## config.mk

```make
export PLATFORM = sky130hd
export DESIGN_NAME = cv32e40p_rf_recovery_ctrl
export DESIGN_NICKNAME = d
export VERILOG_FILES = /design/src/rtl/cv32e40p_rf_recovery_ctrl.sv
export SDC_FILE = /design/constraint.sdc
export NUM_CORES = 2
export LEC_CHECK = 0
export BUFFER_PORTS_ARGS = -buffer_cell sky130_fd_sc_hd__buf_4
export CORE_MARGIN = 2
export CORE_UTILIZATION = 45
export CTS_CLUSTER_DIAMETER = 30
export DETAILED_ROUTE_END_ITERATION = 10
export MAX_ROUTING_LAYER = met4
export PLACE_DENSITY_LB_ADDON = 0.15
export SLEW_MARGIN = 0
export SYNTH_ARGS = -nofsm -noshare
export SYNTH_HDL_FRONTEND = slang
export SYNTH_SLANG_ARGS = --single-unit
```

## constraint.sdc

```tcl
create_clock -name clk_i -period 8.45 [get_ports clk_i]
set_input_delay 0 -clock clk_i [delete_from_list [all_inputs] [get_ports clk_i]]
set_output_delay 0 -clock clk_i [all_outputs]
set_load 0.02 [all_outputs]
```

## src/rtl/cv32e40p_rf_recovery_ctrl.sv

```systemverilog
// Register-file checkpoint/restore controller: scans the GPRs into a shadow array and
// replays the shadow into the RF after a core setback pulse.
module cv32e40p_rf_recovery_ctrl #(
  parameter int unsigned NUM_REGS = 32,
  parameter int unsigned ADDR_W   = 6
) (
  input  logic              clk_i,
  input  logic              rst_i,
  input  logic              backup_start_i,
  input  logic              recover_req_i,
  output logic              busy_o,
  output logic              backup_valid_o,
  output logic              recover_done_o,
  output logic              recover_err_o,
  output logic              setback_o,
  output logic              recover_o,
  output logic [ADDR_W-1:0] regfile_waddr_a_o,
  output logic [ADDR_W-1:0] regfile_waddr_b_o,
  output logic [31:0]       regfile_wdata_a_o,
  output logic [31:0]       regfile_wdata_b_o,
  output logic              regfile_we_a_o,
  output logic              regfile_we_b_o,
  output logic              regfile_backup_o,
  output logic [ADDR_W-1:0] regfile_raddr_ra_o,
  output logic [ADDR_W-1:0] regfile_raddr_rb_o,
  output logic [ADDR_W-1:0] regfile_raddr_rc_o,
  input  logic [31:0]       regfile_rdata_ra_i,
  input  logic [31:0]       regfile_rdata_rb_i,
  input  logic [31:0]       regfile_rdata_rc_i
);

  localparam int unsigned BackupBeats  = (NUM_REGS + 2) / 3;
  localparam int unsigned RestoreBeats = NUM_REGS / 2;
  localparam int unsigned IdxW         = $clog2(NUM_REGS);
  localparam int unsigned BeatW        = 6;

  localparam logic [BeatW-1:0] BackupLast  = BeatW'(BackupBeats - 1);
  localparam logic [BeatW-1:0] RestoreLast = BeatW'(RestoreBeats - 1);
  localparam logic [7:0]       NumRegs8    = 8'(NUM_REGS);

  typedef enum logic [2:0] {
    StIdle,
    StBackup,
    StSetback,
    StRestore,
    StDone
  } state_e;

  state_e           state_q, state_d;
  logic [BeatW-1:0] beat_q, beat_d;
  logic             pending_q, pending_d;
  logic             valid_q, valid_d;
  logic             err_q, err_d;

  logic [31:0]      shadow_q [NUM_REGS];

  // Backup scan slots: beat k reads 3k, 3k+1, 3k+2; slots past the RF end are masked.
  logic [7:0]       scan_base;
  logic [7:0]       scan_addr  [3];
  logic [31:0]      scan_rdata [3];
  logic [2:0]       scan_ok;

  logic [IdxW-1:0]  wr_idx_a, wr_idx_b;

  assign scan_rdata[0] = regfile_rdata_ra_i;
  assign scan_rdata[1] = regfile_rdata_rb_i;
  assign scan_rdata[2] = regfile_rdata_rc_i;

  always_comb begin
    scan_base = 8'(beat_q) * 8'd3;
    scan_ok   = '0;
    for (int j = 0; j < 3; j++) begin
      scan_addr[j] = scan_base + 8'(j);
      scan_ok[j]   = (state_q == StBackup) && (scan_addr[j] < NumRegs8);
    end
  end

  assign wr_idx_a = IdxW'({beat_q, 1'b0});
  assign wr_idx_b = IdxW'({beat_q, 1'b1});

  always_comb begin
    state_d   = state_q;
    beat_d    = beat_q + BeatW'(1);
    pending_d = pending_q;
    valid_d   = valid_q;
    err_d     = err_q;
    case (state_q)
      StIdle: begin
        beat_d = '0;
        if (recover_req_i) begin
          if (valid_q) begin
            state_d = StSetback;
          end else begin
            state_d = StDone;
            err_d   = 1'b1;
          end
        end else if (backup_start_i) begin
          state_d = StBackup;
          valid_d = 1'b0;
        end
      end
      StBackup: begin
        // A recovery request never aborts the scan; it is replayed from the fresh checkpoint.
        if (recover_req_i) begin
          pending_d = 1'b1;
        end
        if (beat_q == BackupLast) begin
          beat_d  = '0;
          valid_d = 1'b1;
          state_d = (pending_q || recover_req_i) ? StSetback : StIdle;
        end
      end
      StSetback: begin
        pending_d = 1'b0;
        beat_d    = '0;
        state_d   = StRestore;
      end
      StRestore: begin
        if (beat_q == RestoreLast) begin
          beat_d  = '0;
          state_d = StDone;
        end
      end
      StDone: begin
        beat_d  = '0;
        err_d   = 1'b0;
        state_d = StIdle;
      end
      default: begin
        beat_d  = '0;
        state_d = StIdle;
      end
    endcase
  end

  always_ff @(posedge clk_i or posedge rst_i) begin
    if (rst_i) begin
      state_q   <= StIdle;
      beat_q    <= '0;
      pending_q <= 1'b0;
      valid_q   <= 1'b0;
      err_q     <= 1'b0;
    end else begin
      state_q   <= state_d;
      beat_q    <= beat_d;
      pending_q <= pending_d;
      valid_q   <= valid_d;
      err_q     <= err_d;
    end
  end

  // Shadow contents are meaningless until a scan completes, so no reset.
  always_ff @(posedge clk_i) begin
    for (int j = 0; j < 3; j++) begin
      if (scan_ok[j]) begin
        shadow_q[scan_addr[j][IdxW-1:0]] <= scan_rdata[j];
      end
    end
  end

  always_comb begin
    busy_o             = (state_q != StIdle);
    backup_valid_o     = valid_q;
    recover_done_o     = (state_q == StDone);
    recover_err_o      = (state_q == StDone) && err_q;
    setback_o          = (state_q == StSetback);
    recover_o          = (state_q == StSetback) || (state_q == StRestore);
    regfile_we_a_o     = 1'b0;
    regfile_we_b_o     = 1'b0;
    regfile_waddr_a_o  = '0;
    regfile_waddr_b_o  = '0;
    regfile_wdata_a_o  = '0;
    regfile_wdata_b_o  = '0;
    regfile_backup_o   = (state_q == StBackup);
    regfile_raddr_ra_o = scan_ok[0] ? scan_addr[0][ADDR_W-1:0] : '0;
    regfile_raddr_rb_o = scan_ok[1] ? scan_addr[1][ADDR_W-1:0] : '0;
    regfile_raddr_rc_o = scan_ok[2] ? scan_addr[2][ADDR_W-1:0] : '0;
    if (state_q == StRestore) begin
      regfile_we_a_o    = 1'b1;
      regfile_we_b_o    = 1'b1;
      regfile_waddr_a_o = ADDR_W'({beat_q, 1'b0});
      regfile_waddr_b_o = ADDR_W'({beat_q, 1'b1});
      regfile_wdata_a_o = shadow_q[wr_idx_a];
      regfile_wdata_b_o = shadow_q[wr_idx_b];
    end
  end

endmodule

```

== Word-level counts from Yosys, hierarchy flattened ==
Memories as Yosys holds them, arrays and structs flattened.
Cells that the tools add are included.

* Output and inout bits: 103
* Memories: 1
* Input bits: 100
* Bits in registers: 12
* Memory bits (writable): 1,024
* Word-level logic and storage cells: 75

* $lt $le $gt $ge: 3
* $mul: 1
* Eq/ne operators: 14
* Reductions and logical operators: 15
* Muxes and demuxes: 33
* Add/subtract/negate cells: 3

{| class="wikitable"
|+ Memories
! name !! depth !! width !! rd ports !! clocked after Yosys merged registers in !! write ports !! line !! source
|-
| shadow_q || 32 || 32 || 2 || 0 || 3 || 55 || <nowiki>logic [31:0] shadow_q [NUM_REGS];</nowiki>
|}

{| class="wikitable"
|+ Operators by type and width
! operator !! number
|-
| $mux 32 || 2
|-
| $mux 6 || 7
|-
| $lt 8x6->1 const B || 3
|-
| $mux 3 || 5
|-
| $mux 1 || 13
|-
| $eq 6x4->1 const B || 2
|-
| $ne 2x2->1 const B || 6
|-
| $pmux 3 s4 || 1
|-
| $pmux 6 s2 || 1
|-
| $add 8x1->8 const B || 1
|-
| $add 8x2->8 const B || 1
|-
| $mul 6x2->8 const B || 1
|-
| $add 6x1->6 const B || 1
|-
| $eq 3x2->1 const B || 2
|-
| $pmux 1 s2 || 3
|-
| $reduce_and 3->1 || 2
|-
| $reduce_bool 2->1 || 3
|-
| $logic_and 1x1->1 || 4
|-
| $reduce_and 4->1 || 1
|-
| $eq 3x1->1 const B || 1
|-
| $eq 3x3->1 const B || 1
|-
| $logic_not 3->1 || 1
|-
| $ne 3x3->1 const B || 1
|-
| $reduce_bool 3->1 || 1
|-
| 4 further kinds || 5
|}

== Longest topological paths before layout ==
* Word-level depth: 6
* Gate-level depth with buffers: 18
* Depth with buffers taken out: 12

== Worst setup path before layout ==
OpenSTA, ideal clock, no wires.

* Path kind: reg2reg
* Start point: register beat_q[2]
* End point: memory shadow_q[16][0] (enable)
* Data required time: 7.917 ns
* Arrival time: 7.696 ns
* Cell stages (with the launch flop): 14
* Setup time: 0.533 ns
* Path slack: 0.221 ns
* Period minus slack after synthesis: 8.229 ns
* Path buffers: 4
* Cell sequence: dfrtp_1 > buf_1 > buf_1 > inv_1 > fa_1 > clkbuf_1 > inv_1 > ha_1 > and2_1 > xnor2_1 > nor2_1 > buf_1 > nand2_1 > o311ai_0

{| class="wikitable"
|+ RTL lines
! what !! line !! source
|-
| from (decl) || 50 || <nowiki>logic [BeatW-1:0] beat_q, beat_d;</nowiki>
|-
| from (signal assigned) || 145 || <nowiki>beat_q <= beat_d;</nowiki>
|-
| to (decl) || 55 ||
|}

==> flow_summary.yaml <==
status:
  status: "complete, no violations"
sta:
  maxSlewViolCount: 0
  finClkSkew_ns: 0.0717
  period_share: 0.800
  slew_headroom: 0.111
  finalSetupViolations: 0
  fin_crit_ns: 6.76
  hold_viol_final: 0
  fmax_mhz: 148
  fin_tns_setup_ns: 0
  tightestPinTransition_ns: 1.33
  fin_ws_ns: 1.69
  rsz0062_at_grt: "no"
critical_path:
  arrival_ns: 7.22
  cp-end-kind: "flip-flop"
  critical_path.cell_chain: "buf_4 -> ha_1 -> a211oi_2 -> nor3_1 -> o211a_1 -> nand2_1 -> o21ai_4 -> buf_4 -> and3_2 -> a211o_2"
  path_max_fanout: 36
  critPathRequiredTime_ns: 8.91
  cp-start-kind: "flip-flop"
  path_buf_inv: 2
  setup.worst_path.class: "reg -> reg"
  cpMostUsedCell: "buf_4"
  crit_family: "compound AO/OA/AOI/OAI gates"
  crit_path_max_incr_delay_ns: 0.88
  cp_slowest_cell: "a211o_2"
layout:
  multi_input_area_mm2: 0.0329
  fin_nets: 5079
  ff_latch_area_mm2: 0.0311
  areaGrowthSynthToFinish_pct: 21.1
  layout.cells.non_filler: 7091
  fillers: 11815
  drive_gt1_frac: 0.490
route:
  antenna_left: 0
  vias: 47038
  met1_length_um: 98100
  wl_per_cell_um: 35.4
  wl_met3_um: 22500
  initialDrtViolationCount: 5485
  wl_met2_um: 117000
  drt_wl_total_um: 251000
  firstDrtPassIters: 6
  viasPerCell: 6.63
  post-route-drc-count: 0
  highest-signal-layer: "met4"
synthesis:
  ys.flop_type: "edfxtp_1"
  syn_area_per_cell_um2: 13.7
  ys_seq_area_frac: 0.469
  synth.area.top_cells: "edfxtp_1 46%, mux2_2 21%, mux4_2 11%, clkbuf_1 2.9%, mux2i_1 2.6%"
  yosysWarnings: 0
  synth_area_leader_cell: "edfxtp_1"
  synth.top_cell.area_share: 0.465
  async_flop_share: 0.0116
  syn_inst: 4830
  synth_edf_count: 1024
  ys_ff_latch: 1036
  synth.distinct_cells: 74
  syn-cell-area_mm2: 0.0662
clock_network:
  cts_tree: "built"
  insertion_delay_ns: 0.90
  clkTransAtPathRegs_ns: 0.04
  clock_path_buffers: 4
  ctsRootBufferMaster: "clkbuf_16"
  ctsResizeCount: 0
  clkSinkCount: 1036
  cts_buffers: 295
  htree_levels: 5
place:
  portBuffers: 198
  dp_hpwl_um: 136000
  gp_congestion: 0.887
  pre_cts_slack_ns: 1.97
  dpl.cell_count: 6414
grt:
  grt_pass1_vias: 46934
  grt_usage: 0.339
  antenna_found_initial: 8
  grt_max_degree: 132
  overflow: 0
  grt_pass1_wl_um: 356000
power_and_ir_drop:
  peakVddDrop_uv: 269
  powerDensity_mw_per_mm2: 341
  internal_power_uw: 18100
  clkPwrFrac: 0.394
  power_frac_comb: 0.344
  swShare: 0.338
  switchingPower_uw: 9250
  seq_power_share: 0.261
  p_leak_uw: 0.0283
floorplanning:
  initial_core_util: 0.454
  die_area_mm2: 0.150
  core_region_area_mm2: 0.146
  rows: 140
  die_h_um: 388
  io_pins: 203
  die_w_um: 388
job:
  maxCapViolCount: 0
min_path:
  min_path_type: "in -> reg"
==> through the flow <==
step                power, uW  hold slack, ns  area, um2  utilization
floorplan               12700          -0.135      66200            -
global placement        16100          0.0563      69000        0.473
detailed placement      16200          0.0658      69000        0.473
CTS                     27300          0.0698      80100        0.549
global route            28000           0.153      80100        0.549
finish                  27400           0.132      80100        0.549
==> placed cells by master, fill, tap and decap left out, types with 14 or more instances in the layout <==
master / count
a21oi_1: 88
a2bb2oi_1: 96
a31oi_1: 115
and2_1: 73
buf_4: 325
bufinv_16: 40
clkbuf_1: 34
clkbuf_16: 297
clkinv_1: 56
clkinv_2: 47
clkinvlp_4: 20
dlygate4sd3_1: 168
edfxtp_1: 1024
inv_1: 14
mux2_1: 123
mux2_2: 1253
mux2_4: 96
mux2i_1: 175
mux4_2: 320
nand2_1: 255
nand2_2: 21
nand3_2: 30
nand4_1: 47
nor2_1: 139
nor3_1: 14
o21ai_0: 103
==> Yosys cell counts (15+ instances only) <==
library cell	count
mux2_2	1253
edfxtp_1	1024
clkbuf_1	503
mux4_2	320
nand2_1	276
mux2i_1	175
nor2_1	139
mux2_1	123
a31oi_1	115
buf_1	104
o21ai_0	103
a2bb2oi_1	96
mux2_4	96
a21oi_1	93
and2_1	73
nand4_1	47
nand3_1	42
buf_2	35
nor3_1	20
ha_1	16
inv_1	15
==> power by group through the flow <==
stage	sequential [uW]	clock (uW)	combinational, uW
after global placement	7200	0	8920
after CTS	7140	10900	9280
after floorplan	7130	0	5550
after detailed placement	7220	0	9010
after global routing	7200	11100	9700
final	7150	10800	9420
==> flip-flops by register name (all words and copies together), names as in the netlist <==
signal,count
backup_valid_o,1
pending_q,1
shadow_q,1024
err_q,1
beat_q,6
state_q,3
==> what timing repair did <==
action,4_1_cts,5_1_grt
buffers inserted,0,0
hold buffers,168,0
hold endpoints to repair,1042,0
==> layer usage <==
layer | global-route usage | up-vias
met2 | 0.520 | 2782
met3 | 0.0653 | 717
met5 | - | -
met4 | 0.172 | 0
met1 | 0.429 | 24399
li1 | - | 19140
==> worst paths after layout <==
kind                                 from  depth (start not counted)               end  slack (ns)
min in group asynchronous           rst_i                          4         pending_q        0.26
hold / removal             backup_start_i                          6        state_q[2]        0.13
max in group asynchronous           rst_i                          4         beat_q[1]        7.76
setup reg to reg                beat_q[2]                         10  shadow_q[27][21]        1.69
hold reg to reg                     err_q                          2             err_q        0.51
setup / recovery                beat_q[2]                         10  shadow_q[27][21]        1.69
==> final cells by class <==
cell class                 instances  area share
multi-input combinational       3116       0.411
sequential                      1036       0.388
clock buffer                     332      0.0945
timing repair buffer             497      0.0524
tap                             1917      0.0299
clock inverter                   174      0.0239
inverter                          16    0.000765
antenna                            3   0.0000937
==> cells by family after synthesis <==
kind of cell / after synthesis / synth area share
fa+ha+maj: 17 / 0.00333
mux: 1967 / 0.391
other cells: 1 / 0.0000567
simple gates: 657 / 0.0475
buf+inv: 681 / 0.0413
compound gates: 458 / 0.0454
xor+xnor: 13 / 0.00204
flops: 1036 / 0.469
==> worst reg2reg max path, stage by stage (launching register included) <==
cell	delay, ns
dfrtp_4	0.69
buf_4	0.57
ha_1	0.45
a211oi_2	0.12
nor3_1	0.55
o211a_1	0.45
nand2_1	0.34
o21ai_4	0.70
buf_4	0.62
and3_2	0.91
a211o_2	0.90
Power figures use the tool's default switching activity.
